--- src/rtl/maze_pkg.sv ---
// Shared types and button indices for the maze game button front end.
// Direction codes double as the index of the matching button.
package maze_pkg;

    typedef enum logic [1:0] {
        DIR_UP    = 2'd0,
        DIR_DOWN  = 2'd1,
        DIR_LEFT  = 2'd2,
        DIR_RIGHT = 2'd3
    } dir_t;

    localparam int NUM_BTNS    = 5;
    localparam int NUM_DIRS    = 4;
    localparam int BTN_UP      = 0;
    localparam int BTN_DOWN    = 1;
    localparam int BTN_LEFT    = 2;
    localparam int BTN_RIGHT   = 3;
    localparam int BTN_CONTROL = 4;

    function automatic dir_t idx_to_dir(input logic [1:0] idx);
        return dir_t'(idx);
    endfunction

endpackage

--- src/rtl/btn_debounce.sv ---
// One raw button: 2-FF synchroniser, asymmetric press/release debounce and rise pulse.
// o_rise is high for the single cycle after the debounced level goes 0->1.
module btn_debounce #(
    parameter int PRESS_CYCLES   = 4,
    parameter int RELEASE_CYCLES = 16
) (
    input  logic clk,
    input  logic rst,
    input  logic i_raw,
    output logic o_level,
    output logic o_rise
);

    localparam int MAX_CYCLES = (PRESS_CYCLES > RELEASE_CYCLES) ? PRESS_CYCLES : RELEASE_CYCLES;
    localparam int CW         = $clog2(MAX_CYCLES + 1);
    localparam logic [CW-1:0] PRESS_LAST   = CW'(PRESS_CYCLES - 1);
    localparam logic [CW-1:0] RELEASE_LAST = CW'(RELEASE_CYCLES - 1);

    logic          sync1_q, sync2_q;
    logic          level_q, level_d;
    logic          level_dly_q;
    logic [CW-1:0] cnt_q, cnt_d;
    logic [CW-1:0] last;

    // The counter only runs while the synced input disagrees with the level.
    always_comb begin
        level_d = level_q;
        cnt_d   = '0;
        last    = level_q ? RELEASE_LAST : PRESS_LAST;
        if (sync2_q != level_q) begin
            if (cnt_q == last) begin
                level_d = sync2_q;
            end else begin
                cnt_d = cnt_q + CW'(1);
            end
        end
    end

    always_ff @(posedge clk) begin
        if (!rst) begin
            sync1_q     <= 1'b0;
            sync2_q     <= 1'b0;
            level_q     <= 1'b0;
            level_dly_q <= 1'b0;
            cnt_q       <= '0;
        end else begin
            sync1_q     <= i_raw;
            sync2_q     <= sync1_q;
            level_q     <= level_d;
            level_dly_q <= level_q;
            cnt_q       <= cnt_d;
        end
    end

    assign o_level = level_q;
    assign o_rise  = level_q & ~level_dly_q;

endmodule

--- src/rtl/maze_btn_conditioner.sv ---
// Debounced button front end: direction presses queue through pending flags into a move FIFO,
// control presses become a one-cycle pulse.
module maze_btn_conditioner
    import maze_pkg::*;
#(
    parameter int PRESS_CYCLES   = 4,
    parameter int RELEASE_CYCLES = 16,
    parameter int FIFO_DEPTH     = 4
) (
    input  logic       clk,
    input  logic       rst,
    input  logic       i_up,
    input  logic       i_down,
    input  logic       i_left,
    input  logic       i_right,
    input  logic       i_control,
    output logic       o_move_valid,
    output dir_t       o_move_dir,
    input  logic       i_move_ready,
    output logic       o_control_pulse,
    output logic [4:0] o_btn_level,
    output logic       o_drop
);

    localparam int PW   = $clog2(FIFO_DEPTH);
    localparam int CNTW = $clog2(FIFO_DEPTH) + 1;
    localparam logic [CNTW-1:0] FULL_CNT = CNTW'(FIFO_DEPTH);

    logic [NUM_BTNS-1:0] raw, level, rise;

    assign raw = {i_control, i_right, i_left, i_down, i_up};

    for (genvar b = 0; b < NUM_BTNS; b++) begin : g_btn
        btn_debounce #(
            .PRESS_CYCLES  (PRESS_CYCLES),
            .RELEASE_CYCLES(RELEASE_CYCLES)
        ) u_db (
            .clk    (clk),
            .rst    (rst),
            .i_raw  (raw[b]),
            .o_level(level[b]),
            .o_rise (rise[b])
        );
    end

    logic [NUM_DIRS-1:0] evt_dir, pending_q, pending_d, req;
    logic [1:0]          sel;
    logic                push, pop, full, can_push;
    logic                drop_q, drop_d, ctrl_q;
    dir_t                mem_q [FIFO_DEPTH];
    logic [PW-1:0]       wr_ptr_q, rd_ptr_q;
    logic [CNTW-1:0]     count_q, count_d;

    assign evt_dir      = rise[NUM_DIRS-1:0];
    assign o_move_valid = (count_q != '0);
    assign pop          = o_move_valid & i_move_ready;
    assign full         = (count_q == FULL_CNT);
    // A pop in the same cycle frees the slot the push needs.
    assign can_push     = ~full | pop;

    // Fresh events join the request set directly, so an idle path costs no extra cycle.
    always_comb begin
        req       = pending_q | evt_dir;
        sel       = 2'd0;
        push      = 1'b0;
        pending_d = req;
        for (int i = NUM_DIRS - 1; i >= 0; i--) begin
            if (req[i]) sel = 2'(i);
        end
        if ((req != '0) && can_push) begin
            push           = 1'b1;
            pending_d[sel] = 1'b0;
        end
        drop_d  = |(evt_dir & pending_q);
        count_d = count_q + CNTW'(push) - CNTW'(pop);
    end

    always_ff @(posedge clk) begin
        if (!rst) begin
            pending_q <= '0;
            drop_q    <= 1'b0;
            ctrl_q    <= 1'b0;
            wr_ptr_q  <= '0;
            rd_ptr_q  <= '0;
            count_q   <= '0;
            for (int i = 0; i < FIFO_DEPTH; i++) mem_q[i] <= DIR_UP;
        end else begin
            pending_q <= pending_d;
            drop_q    <= drop_d;
            ctrl_q    <= rise[BTN_CONTROL];
            count_q   <= count_d;
            if (push) begin
                mem_q[wr_ptr_q] <= idx_to_dir(sel);
                wr_ptr_q        <= wr_ptr_q + PW'(1);
            end
            if (pop) rd_ptr_q <= rd_ptr_q + PW'(1);
        end
    end

    assign o_move_dir      = o_move_valid ? mem_q[rd_ptr_q] : DIR_UP;
    assign o_control_pulse = ctrl_q;
    assign o_btn_level     = level;
    assign o_drop          = drop_q;

endmodule

--- config.mk ---
export PLATFORM = sky130hd
export DESIGN_NAME = maze_btn_conditioner
export DESIGN_NICKNAME = d
export VERILOG_FILES = /design/src/rtl/maze_pkg.sv /design/src/rtl/btn_debounce.sv /design/src/rtl/maze_btn_conditioner.sv
export SDC_FILE = /design/constraint.sdc
export NUM_CORES = 1
export LEC_CHECK = 0
export CAP_MARGIN = 15
export CORE_ASPECT_RATIO = 1.75
export CORE_UTILIZATION = 60
export CTS_BUF_LIST = sky130_fd_sc_hd__clkbuf_4 sky130_fd_sc_hd__clkbuf_8
export CTS_CLUSTER_SIZE = 14
export DETAILED_ROUTE_END_ITERATION = 6
export PLACE_DENSITY_LB_ADDON = 0.12
export SLEW_MARGIN = 10
export SYNTH_ARGS = -nofsm -noshare
export SYNTH_HDL_FRONTEND = slang
export SYNTH_SLANG_ARGS = --single-unit
--- constraint.sdc ---
create_clock -name clk -period 4.05 [get_ports clk]
set_input_delay 1.0125 -clock clk [delete_from_list [all_inputs] [get_ports clk]]
set_output_delay 1.0125 -clock clk [all_outputs]
set_load 0.02 [all_outputs]
==> impl_metrics.env, run 1 <==
export IMPL_status="complete, no violations"
export IMPL_drc=0
export IMPL_cp_arrival_ps=1920
export IMPL_yosysTopAreaCell="dfxtp_1"
export IMPL_vias=1841
export IMPL_synth_mux_area_share_pct=4.12
export IMPL_initialDrtViolationCount=25
export IMPL_ant_nets=0
export IMPL_synth_seq_cells=68
export IMPL_grtUsageTotal_pct=20.0
export IMPL_rsz0062_at_grt="false"
export IMPL_ios=18
export IMPL_ctsHoldBuffers=0
export IMPL_num_nets_final=305
export IMPL_dp_hpwl_mm=2.79
export IMPL_die_w_um=53.6
export IMPL_die_area_mm2=0.00494
export IMPL_p_leak_nw=1.23
export IMPL_syn_area_mm2=0.00279
export IMPL_syn_nets=287
export IMPL_max_freq_mhz=341
export IMPL_synthXorXnorAreaFrac_pct=6.90
export IMPL_antenna_found_initial=0
export IMPL_syn_inst=272
export IMPL_fillers=342
export IMPL_setup_viol=0
export IMPL_power_share_combinational_pct=14.9
export IMPL_swShare_pct=24.1
export IMPL_ys_seq_area_share_pct=51.6
export IMPL_ys_types=41
export IMPL_seq_power_share_pct=47.0
export IMPL_die_height_um=92.2
export IMPL_tns_ps=0
export IMPL_yosys_area_share_simple_pct=24.5
export IMPL_rows=32
export IMPL_async_flop_share_pct=0
export IMPL_multiInputGateArea_mm2=0.00125
export IMPL_synthAdderAreaFrac_pct=3.41
export IMPL_power_density_mw_per_mm2=499
export IMPL_dr_pass1_iters=4
export IMPL_period_needed_ps=2930
export IMPL_maxSlewViolCount=0
export IMPL_drv_cap=0
export IMPL_timing_final_hold_violations=0
export IMPL_switching_power_w=0.000383
export IMPL_finalCritPeriodShare_pct=72.3
export IMPL_critPathMaxFanout=2
export IMPL_synth_ff_type="dfxtp_1"
export IMPL_htreeDepth=3
export IMPL_clockRootBuffer="clkbuf_8"
export IMPL_worstMarginPinSlew_ps=566
export IMPL_syn2layout_area_growth_pct=14.4
export IMPL_diodes=0
export IMPL_worstPathRequired_ps=3040
export IMPL_yosys_warnings=0
export IMPL_avgSynthCellArea_um2=10.3
export IMPL_drive_gt1_share_pct=8.81
export IMPL_post_cts_resized=0
export IMPL_synth_top_area_share_pct=43.0
export IMPL_synthTopCellsByCount="dfxtp_1 (60), nor2_1 (33), and2_1 (20)"
export IMPL_coreArea_mm2=0.00444
export IMPL_clock_path_buffers=2
export IMPL_ir_drop_v=0.000520
export IMPL_gp_congestion=0.778
export IMPL_clkLatencyLatePin_ps=330
export IMPL_worstSetupEndpointType="output port"
export IMPL_cts_tree="built"
export IMPL_initial_core_util_pct=62.8
export IMPL_synth_edff_count=8
export IMPL_io_buffers=17
export IMPL_wirelength_mm=4.09
export IMPL_clk_pin_slew_worst_paths_ps=70
export IMPL_p_clk_share_pct=38.1
export IMPL_cts_buffers=9
export IMPL_grt_pass1_wl_mm=7.17
export IMPL_slew_headroom_pct=61.9
export IMPL_wire_per_inst_um=11.8
export IMPL_synthTopCellsByArea="dfxtp_1 (43%), edfxtp_1 (8.6%), and2_1 (4.5%)"
export IMPL_grt_pass1_vias=1731
export IMPL_grt_max_degree=32
export IMPL_grt_overflow_total=0
export IMPL_via_per_inst=5.32
export IMPL_regArea_mm2=0.00144
export IMPL_crit_path_start_kind="register"
export IMPL_post_cts_buffers=0
export IMPL_skew_ps=5.31
export IMPL_synth_top_family_by_area="simple AND/OR/NAND/NOR gates"
export IMPL_placedCellCount=330
export IMPL_hold_path_class="register to register"
export IMPL_crit_type="register to output port"
export IMPL_synth_compound_area_share_pct=5.92
export IMPL_p_int_w=0.00121
export IMPL_synth_most_common_cell="dfxtp_1"
export IMPL_final_cells=346
export IMPL_clkSinkCount=68
[cells by family after synthesis]
group,Yosys count
compound gates,26
xor+xnor,22
fa+ha+maj,7
buf+inv,19
flops,68
mux,9
simple gates,121
[layout by cell type (no fill, tap or decap), drive strengths merged, types with 2 or more instances in the layout]
cell	count
and2	20
xor2	13
nand3	15
edfxtp	8
nor3	6
bufinv	2
nand2b	9
o21ai	12
clkbuf	10
mux2i	7
nand4b	2
clkdlybuf4s50	17
nor3b	2
nor4	2
mux4	2
and3	4
a21boi	2
inv	8
ha	6
buf	2
xnor2	9
nor2	33
nor2b	12
a21oi	5
dfxtp	60
nand2	7
a22oi	2
o31ai	2
and2b	4
clkinvlp	2
[metrics by stage]
stage / hold WS [ps] / worst slack, ps / util [%] / total power, W / cell area (µm²)
floorplan: 367 / 1550 / - / 0.000932 / 2790
global placement: 377 / 975 / 66.8 / 0.000992 / 2970
detailed placement: 381 / 951 / 66.8 / 0.000998 / 2970
CTS: 392 / 1090 / 71.8 / 0.00161 / 3190
global route: 404 / 1040 / 71.8 / 0.00167 / 3190
finish: 386 / 1120 / 71.8 / 0.00159 / 3190
[sequential cells by signal, indices dropped and copies added, names as in the netlist, named ones only]
name,flops
g_btn.u_db.cnt_q,25
mem_q,8
g_btn.u_db.level_dly_q,5
g_btn.u_db.o_level,5
g_btn.u_db.sync1_q,5
g_btn.u_db.sync2_q,5
pending_q,4
count_q,3
rd_ptr_q,2
wr_ptr_q,2
o_control_pulse,1
o_drop,1
[worst max-delay path: stages, from the launching register on]
cell	delay (ps)
dfxtp_1	390
mux4_2	510
and2_1	160
clkdlybuf4s50_1	520
[power by group through the flow]
stage               logic [W]  registers [W]  clock network (W)
floorplan            0.000177       0.000754                  0
global placement     0.000230       0.000762                  0
detailed placement   0.000235       0.000762                  0
CTS                  0.000240       0.000751           0.000621
global route         0.000268       0.000755           0.000650
finish               0.000237       0.000749           0.000607
[metal layers]
metal | routed length, µm | GRT usage [%] | vias up | share of wire [%]
met5 | 0 | 0 | - | 0
met4 | 87 | 9.87 | 0 | 2.1
met3 | 125 | 6.47 | 7 | 3.1
met2 | 2170 | 34.9 | 25 | 53
met1 | 1720 | 20.0 | 866 | 42
li1 | - | - | 943 | -
[area by class of cell]
cell class | instances | share of cell area [%]
clock inverter | 6 | 2.70
inverter | 7 | 0.823
tap | 51 | 2.00
sequential | 68 | 45.1
timing repair buffer | 19 | 5.80
multi-input combinational | 185 | 39.2
clock buffer | 10 | 4.31
[path summary, 6_finish.rpt]
path,from,endpoint,slack (ps),depth (start not counted)
worst max-delay path,register,o_move_dir[0],1120,3
worst min-delay path,g_btn[4].u_db.level_dly_q,o_control_pulse,390,1
worst max register to register,count_q[0],count_q[2],1690,8
worst min register to register,g_btn[4].u_db.level_dly_q,o_control_pulse,390,1
No activity file was read; power rests on OpenSTA's default activity.
==> run 2, diff against run 1 <==
clock period = 2.7 ns   (was 4.05 ns; I/O delays follow)
==> impl_metrics.env, run 2 (same netlist as run 1, synthesis figures left out) <==
export IMPL_grt_max_degree=23
export IMPL_worstMarginPinSlew_ps=616
export IMPL_num_nets_final=306
export IMPL_p_leak_nw=1.23
export IMPL_finalCritPeriodShare_pct=95.2
export IMPL_dp_hpwl_mm=2.90
export IMPL_coreArea_mm2=0.00444
export IMPL_timing_final_hold_violations=0
export IMPL_cpPeakStageDelay_ps=530
export IMPL_initial_core_util_pct=62.8
export IMPL_drive_gt1_share_pct=8.81
export IMPL_crit_type="register to output port"
export IMPL_skew_ps=4.50
export IMPL_cpMaxStageDelayCell="clkdlybuf4s50_1"
export IMPL_ctsHoldBuffers=0
export IMPL_grt_pass1_vias=1757
export IMPL_regMostFlops="g_btn.u_db.cnt_q"
export IMPL_reg_top3="g_btn.u_db.cnt_q x25, mem_q x8"
export IMPL_rows=32
export IMPL_ant_nets=0
export IMPL_wire_per_inst_um=11.6
export IMPL_tns_ps=0
export IMPL_wirelength_mm=4.02
export IMPL_mostFrequentLayoutCells="dfxtp_1 (60), nor2_1 (33), and2_1 (20)"
export IMPL_switching_power_w=0.000530
export IMPL_period_needed_ps=2570
export IMPL_die_w_um=53.6
export IMPL_seq_power_share_pct=50.8
export IMPL_die_area_mm2=0.00494
export IMPL_post_cts_buffers=0
export IMPL_regToRegSetupSlack_ps=380
export IMPL_htreeDepth=3
export IMPL_drv_cap=0
export IMPL_vias=1816
export IMPL_crit_path_start_kind="register"
export IMPL_critPathMaxFanout=2
export IMPL_grt_pass1_wl_mm=6.96
export IMPL_initialDrtViolationCount=33
export IMPL_crit_chain="mux4_2 -> and2_1 -> clkdlybuf4s50_1"
export IMPL_clk_pin_slew_worst_paths_ps=60
export IMPL_path_buf_inv=1
export IMPL_setup_viol=0
export IMPL_post_cts_resized=0
export IMPL_worstPathRequired_ps=2030
export IMPL_grtUsageTotal_pct=19.8
export IMPL_p_int_w=0.00167
export IMPL_antenna_found_initial=0
export IMPL_dr_pass1_iters=4
export IMPL_final_common_cell="dfxtp_1"
export IMPL_hold_path_class="register to register"
export IMPL_rsz0062_at_grt="false"
export IMPL_maxSlewViolCount=0
export IMPL_clock_path_buffers=2
export IMPL_clkLatencyLatePin_ps=330
export IMPL_ir_drop_v=0.000535
export IMPL_p_clk_share_pct=32.9
export IMPL_io_buffers=17
export IMPL_cp_arrival_ps=1900
export IMPL_max_freq_mhz=389
export IMPL_gp_congestion=0.807
export IMPL_grt_overflow_total=0
export IMPL_slew_headroom_pct=58.6
export IMPL_swShare_pct=24.1
export IMPL_diodes=0
export IMPL_drc=0
export IMPL_cts_buffers=9
export IMPL_fillers=339
export IMPL_multiInputGateArea_mm2=0.00125
export IMPL_die_height_um=92.2
export IMPL_design_power_total_w=0.00220
export IMPL_regArea_mm2=0.00144
export IMPL_cts_tree="built"
export IMPL_largest_reg_flops=25
export IMPL_path_delay_family="buffers and inverters"
export IMPL_clkSinkCount=68
export IMPL_power_density_mw_per_mm2=698
export IMPL_syn2layout_area_growth_pct=13.0
export IMPL_via_per_inst=5.25
export IMPL_clockRootBuffer="clkbuf_8"
export IMPL_status="complete, no violations"
export IMPL_worstSetupEndpointType="output port"
export IMPL_ios=18
export IMPL_power_share_combinational_pct=16.3
-- run 2: changes by cell type in the layout (fill, tap and decap cells not counted), sizes merged --
cell      change
inv           -1
clkinvlp      -2
buf           +1
bufinv        -2
clkinv        +1
clkbuf        +3
-- run 2: cell type report --
class | count | share of cell area (%)
well taps | 51 | 2.02
inverters | 7 | 0.833
clock inverters | 2 | 0.317
repair buffers | 20 | 6.11
flip-flops and latches | 68 | 45.7
multi-input cells | 185 | 39.7
clock buffers | 13 | 5.28
-- run 2: stage by stage --
step	std cells	hold slack, ps	util, %	setup slack [ps]	cell area (µm²)
5_1_grt	346	404	70.9	31.0	3150
3_5_place_dp	331	374	67.0	45.8	2980
2_1_floorplan	272	367	-	361	2790
4_1_cts	346	384	70.9	95.5	3150
6_report	346	382	70.9	129	3150
3_3_place_gp	331	373	67.0	74.3	2980
-- run 2: power by group through the flow --
stage	clock (W)	sequential, W	combinational, W
6_report	0.000725	0.00112	0.000359
5_1_grt	0.000788	0.00113	0.000410
4_1_cts	0.000748	0.00112	0.000366
3_5_place_dp	0	0.00114	0.000364
3_3_place_gp	0	0.00114	0.000353
2_1_floorplan	0	0.00113	0.000266
-- run 2: layer usage --
layer | GRT usage, % | wire (µm) | share of wire [%] | vias up
li1 | - | - | - | 944
met1 | 19.8 | 1730 | 43 | 838
met2 | 32.8 | 2070 | 52 | 27
met3 | 6.97 | 108 | 2.7 | 7
met4 | 12.7 | 110 | 2.7 | 0
met5 | 0 | 0 | 0 | -
-- run 2: path summary, 6_finish.rpt --
check,to,cells after the start,start
worst max-delay path,o_move_dir[0],3,register
worst min-delay path,o_control_pulse,1,g_btn[4].u_db.level_dly_q
worst max register to register,count_q[2],8,count_q[2]
worst min register to register,o_control_pulse,1,g_btn[4].u_db.level_dly_q
-- run 2: worst reg2reg max path: stages, from the launching register on --
cell and delay (ps):
dfxtp_1 330, or3_1 420, and2_1 210, ha_1 290, nand2b_1 160, fa_1 380
xnor2_1 150, xnor2_1 130, and2_1 150
==> run 3, diff against run 2 <==
SYNTH_HIERARCHICAL = 1   (was default)
==> impl_metrics.env, run 3 <==
export IMPL_status="complete, no violations"
export IMPL_mostFrequentLayoutCells="dfxtp_1 (60), nor3_1 (25), and2_1 (22)"
export IMPL_crit_type="input pin to register"
export IMPL_ys_seq_area_share_pct=51.4
export IMPL_path_depth=9
export IMPL_clkSinkCount=68
export IMPL_clk_pin_slew_worst_paths_ps=60
export IMPL_gp_congestion=0.773
export IMPL_largest_reg_flops=25
export IMPL_setup_viol=0
export IMPL_ys_types=41
export IMPL_initialDrtViolationCount=31
export IMPL_synth_ff_type="dfxtp_1"
export IMPL_drv_cap=0
export IMPL_crit_path_start_kind="input pin"
export IMPL_via_per_inst=5.59
export IMPL_final_common_cell="dfxtp_1"
export IMPL_reg_top3="g_btn.u_db/cnt_q x25, mem_q x8"
export IMPL_dr_pass1_iters=4
export IMPL_hold_path_class="register to register"
export IMPL_die_area_mm2=0.00496
export IMPL_diodes=0
export IMPL_wire_per_inst_um=12.9
export IMPL_grt_pass1_wl_mm=7.81
export IMPL_finalCritPeriodShare_pct=90.6
export IMPL_synthTopCellsByCount="dfxtp_1 (60), nor3_1 (25), and2_1 (22)"
export IMPL_drive_gt1_share_pct=14.1
export IMPL_rsz0062_at_grt="false"
export IMPL_place_ws_ps=-110
export IMPL_synth_top_area_share_pct=42.9
export IMPL_startpoint="i_move_ready"
export IMPL_timing_hold_ws_ps=437
export IMPL_worstMarginPinSlew_ps=447
export IMPL_regToRegSetupSlack_ps=400
export IMPL_die_height_um=92.4
export IMPL_post_cts_buffers=0
export IMPL_r2r_end="count_q[2]"
export IMPL_num_nets_final=318
export IMPL_cts_buffers=9
export IMPL_worstHoldPathCells=1
export IMPL_tns_ps=0
export IMPL_detailed_place_area_mm2=0.00311
export IMPL_worstSetupEndpointType="register"
export IMPL_syn_nets=284
export IMPL_grt_max_degree=46
export IMPL_antenna_found_initial=0
export IMPL_dp_hpwl_mm=3.28
export IMPL_skew_ps=3.91
export IMPL_r2r_cells=10
export IMPL_design_area_mm2=0.00332
export IMPL_ir_drop_v=0.000556
export IMPL_coreArea_mm2=0.00444
export IMPL_vias=1991
export IMPL_hp_start="g_btn[0].u_db/sync1_q"
export IMPL_seq_power_share_pct=49.0
export IMPL_maxSlewViolCount=0
export IMPL_ios=18
export IMPL_avgSynthCellArea_um2=10.5
export IMPL_cp_arrival_ps=2680
export IMPL_clkLatencyLatePin_ps=340
export IMPL_crit_chain="clkdlybuf4s50_1 -> nor4b_1 -> a31o_2 -> inv_2 -> ha_1 -> fa_1 -> xnor2_1 -> xnor2_1 -> and2_1"
export IMPL_cpPeakStageDelay_ps=440
export IMPL_swShare_pct=22.9
export IMPL_initial_core_util_pct=63.1
export IMPL_fin_ws_ps=255
export IMPL_rows=32
export IMPL_synth_seq_cells=68
export IMPL_switching_power_w=0.000524
export IMPL_p_clk_share_pct=37.1
export IMPL_synth_edff_count=8
export IMPL_syn_area_mm2=0.00280
export IMPL_clockRootBuffer="clkbuf_8"
export IMPL_drc=0
export IMPL_regMostFlops="g_btn.u_db/cnt_q"
export IMPL_slew_headroom_pct=69.9
export IMPL_path_delay_family="adder cells"
export IMPL_grt_pass1_vias=1980
export IMPL_syn2layout_area_growth_pct=18.4
export IMPL_timing_final_hold_violations=0
export IMPL_worstPathRequired_ps=2930
export IMPL_yosysTopAreaCell="dfxtp_1"
export IMPL_syn_inst=268
export IMPL_cpMaxStageDelayCell="clkdlybuf4s50_1"
export IMPL_wirelength_mm=4.61
export IMPL_synthTopCellsByArea="dfxtp_1 (43%), edfxtp_1 (8.6%), and2_1 (4.9%)"
export IMPL_grt_overflow_total=0
export IMPL_hold_path_end="g_btn[0].u_db/sync2_q"
export IMPL_crit_top_cell="xnor2_1"
export IMPL_power_density_mw_per_mm2=691
export IMPL_p_int_w=0.00177
export IMPL_critPathMaxFanout=3
export IMPL_async_flop_share_pct=0
export IMPL_yosys_warnings=6
export IMPL_clock_path_buffers=2
export IMPL_max_freq_mhz=409
export IMPL_htreeDepth=3
export IMPL_r2r_start="g_btn[2].u_db/o_level"
export IMPL_io_buffers=17
export IMPL_cts_tree="built"
export IMPL_path_buf_inv=2
export IMPL_die_w_um=53.7
export IMPL_synth_most_common_cell="dfxtp_1"
export IMPL_power_share_combinational_pct=14.0
export IMPL_grtUsageTotal_pct=22.2
export IMPL_ant_nets=0
export IMPL_period_needed_ps=2450
export IMPL_p_leak_nw=1.34
-- run 3: area by class of cell --
class | instances | area [µm²]
Fill cell | 320 | 1120
Clock inverter | 1 | 30.0
Inverter | 8 | 30.0
Sequential cell | 68 | 1440
Timing Repair Buffer | 26 | 255
Tap cell | 51 | 63.8
Clock buffer | 13 | 179
Multi-Input combinational cell | 189 | 1320
-- run 3: cells by family (layout without fill, tap and decap cells) --
group / after synthesis / count (layout) / share of synthesized area [%]
adder cells (fa/ha/maj): 8 / 8 / 3.84
buffers and inverters: 11 / 48 / 1.47
XOR/XNOR: 24 / 24 / 7.50
multiplexers: 4 / 4 / 2.32
AO/OA/AOI/OAI: 35 / 35 / 8.57
flip-flops: 68 / 68 / 51.4
AND/OR/NAND/NOR: 118 / 118 / 24.9
-- run 3: metal layers --
metal  GRT usage, %  part of all wire [%]  vias up  routed length (µm)
li1               -                     -     1020                   -
met1           19.4                    39      932                1800
met2           39.9                    55       29                2560
met3           6.24                   2.8       10                 128
met4           15.1                   2.7        0                 123
met5              0                     0        -                   0
-- run 3: worst max-delay path by stage --
| stage | endpoint | slack (ps) |
|---|---|---|
| after CTS | o_move_dir[0] | 60 |
| after floorplan | count_q[2] | 410 |
| after global placement | count_q[2] | -70 |
| after global routing | count_q[2] | 60 |
| after detailed placement | count_q[2] | -110 |
| final | count_q[2] | 250 |
-- run 3: stage by stage --
step                      util [%]  std cells  power [W]
after floorplan                  -        268    0.00135
after global placement        69.9        342    0.00146
after detailed placement      69.9        342    0.00147
after CTS                     74.6        356    0.00233
after global routing          74.7        356    0.00242
final                         74.7        356    0.00229
-- run 3: what timing repair did --
| action | 4_1_cts | 5_1_grt |
|---|---|---|
| hold buffers | 0 | 0 |
| gates resized for setup | 0 | 2 |
| endpoints found under the setup margin | 0 | 2 |
-- run 3: power by group through the flow --
stage / registers [W] / logic (W) / clock network (W)
floorplan: 0.00113 / 0.000221 / 0
global placement: 0.00114 / 0.000318 / 0
detailed placement: 0.00115 / 0.000327 / 0
CTS: 0.00112 / 0.000329 / 0.000874
global route: 0.00113 / 0.000370 / 0.000917
finish: 0.00112 / 0.000320 / 0.000849
-- run 3: worst reg2reg max path, cell delays in order, from the launching register on --
cell     delay, ps
dfxtp_1        380
nor2b_1        200
nor4_1         250
buf_4          180
a31o_2         160
inv_2           40
ha_1           200
fa_1           370
xnor2_1        150
xnor2_1        130
and2_1         150
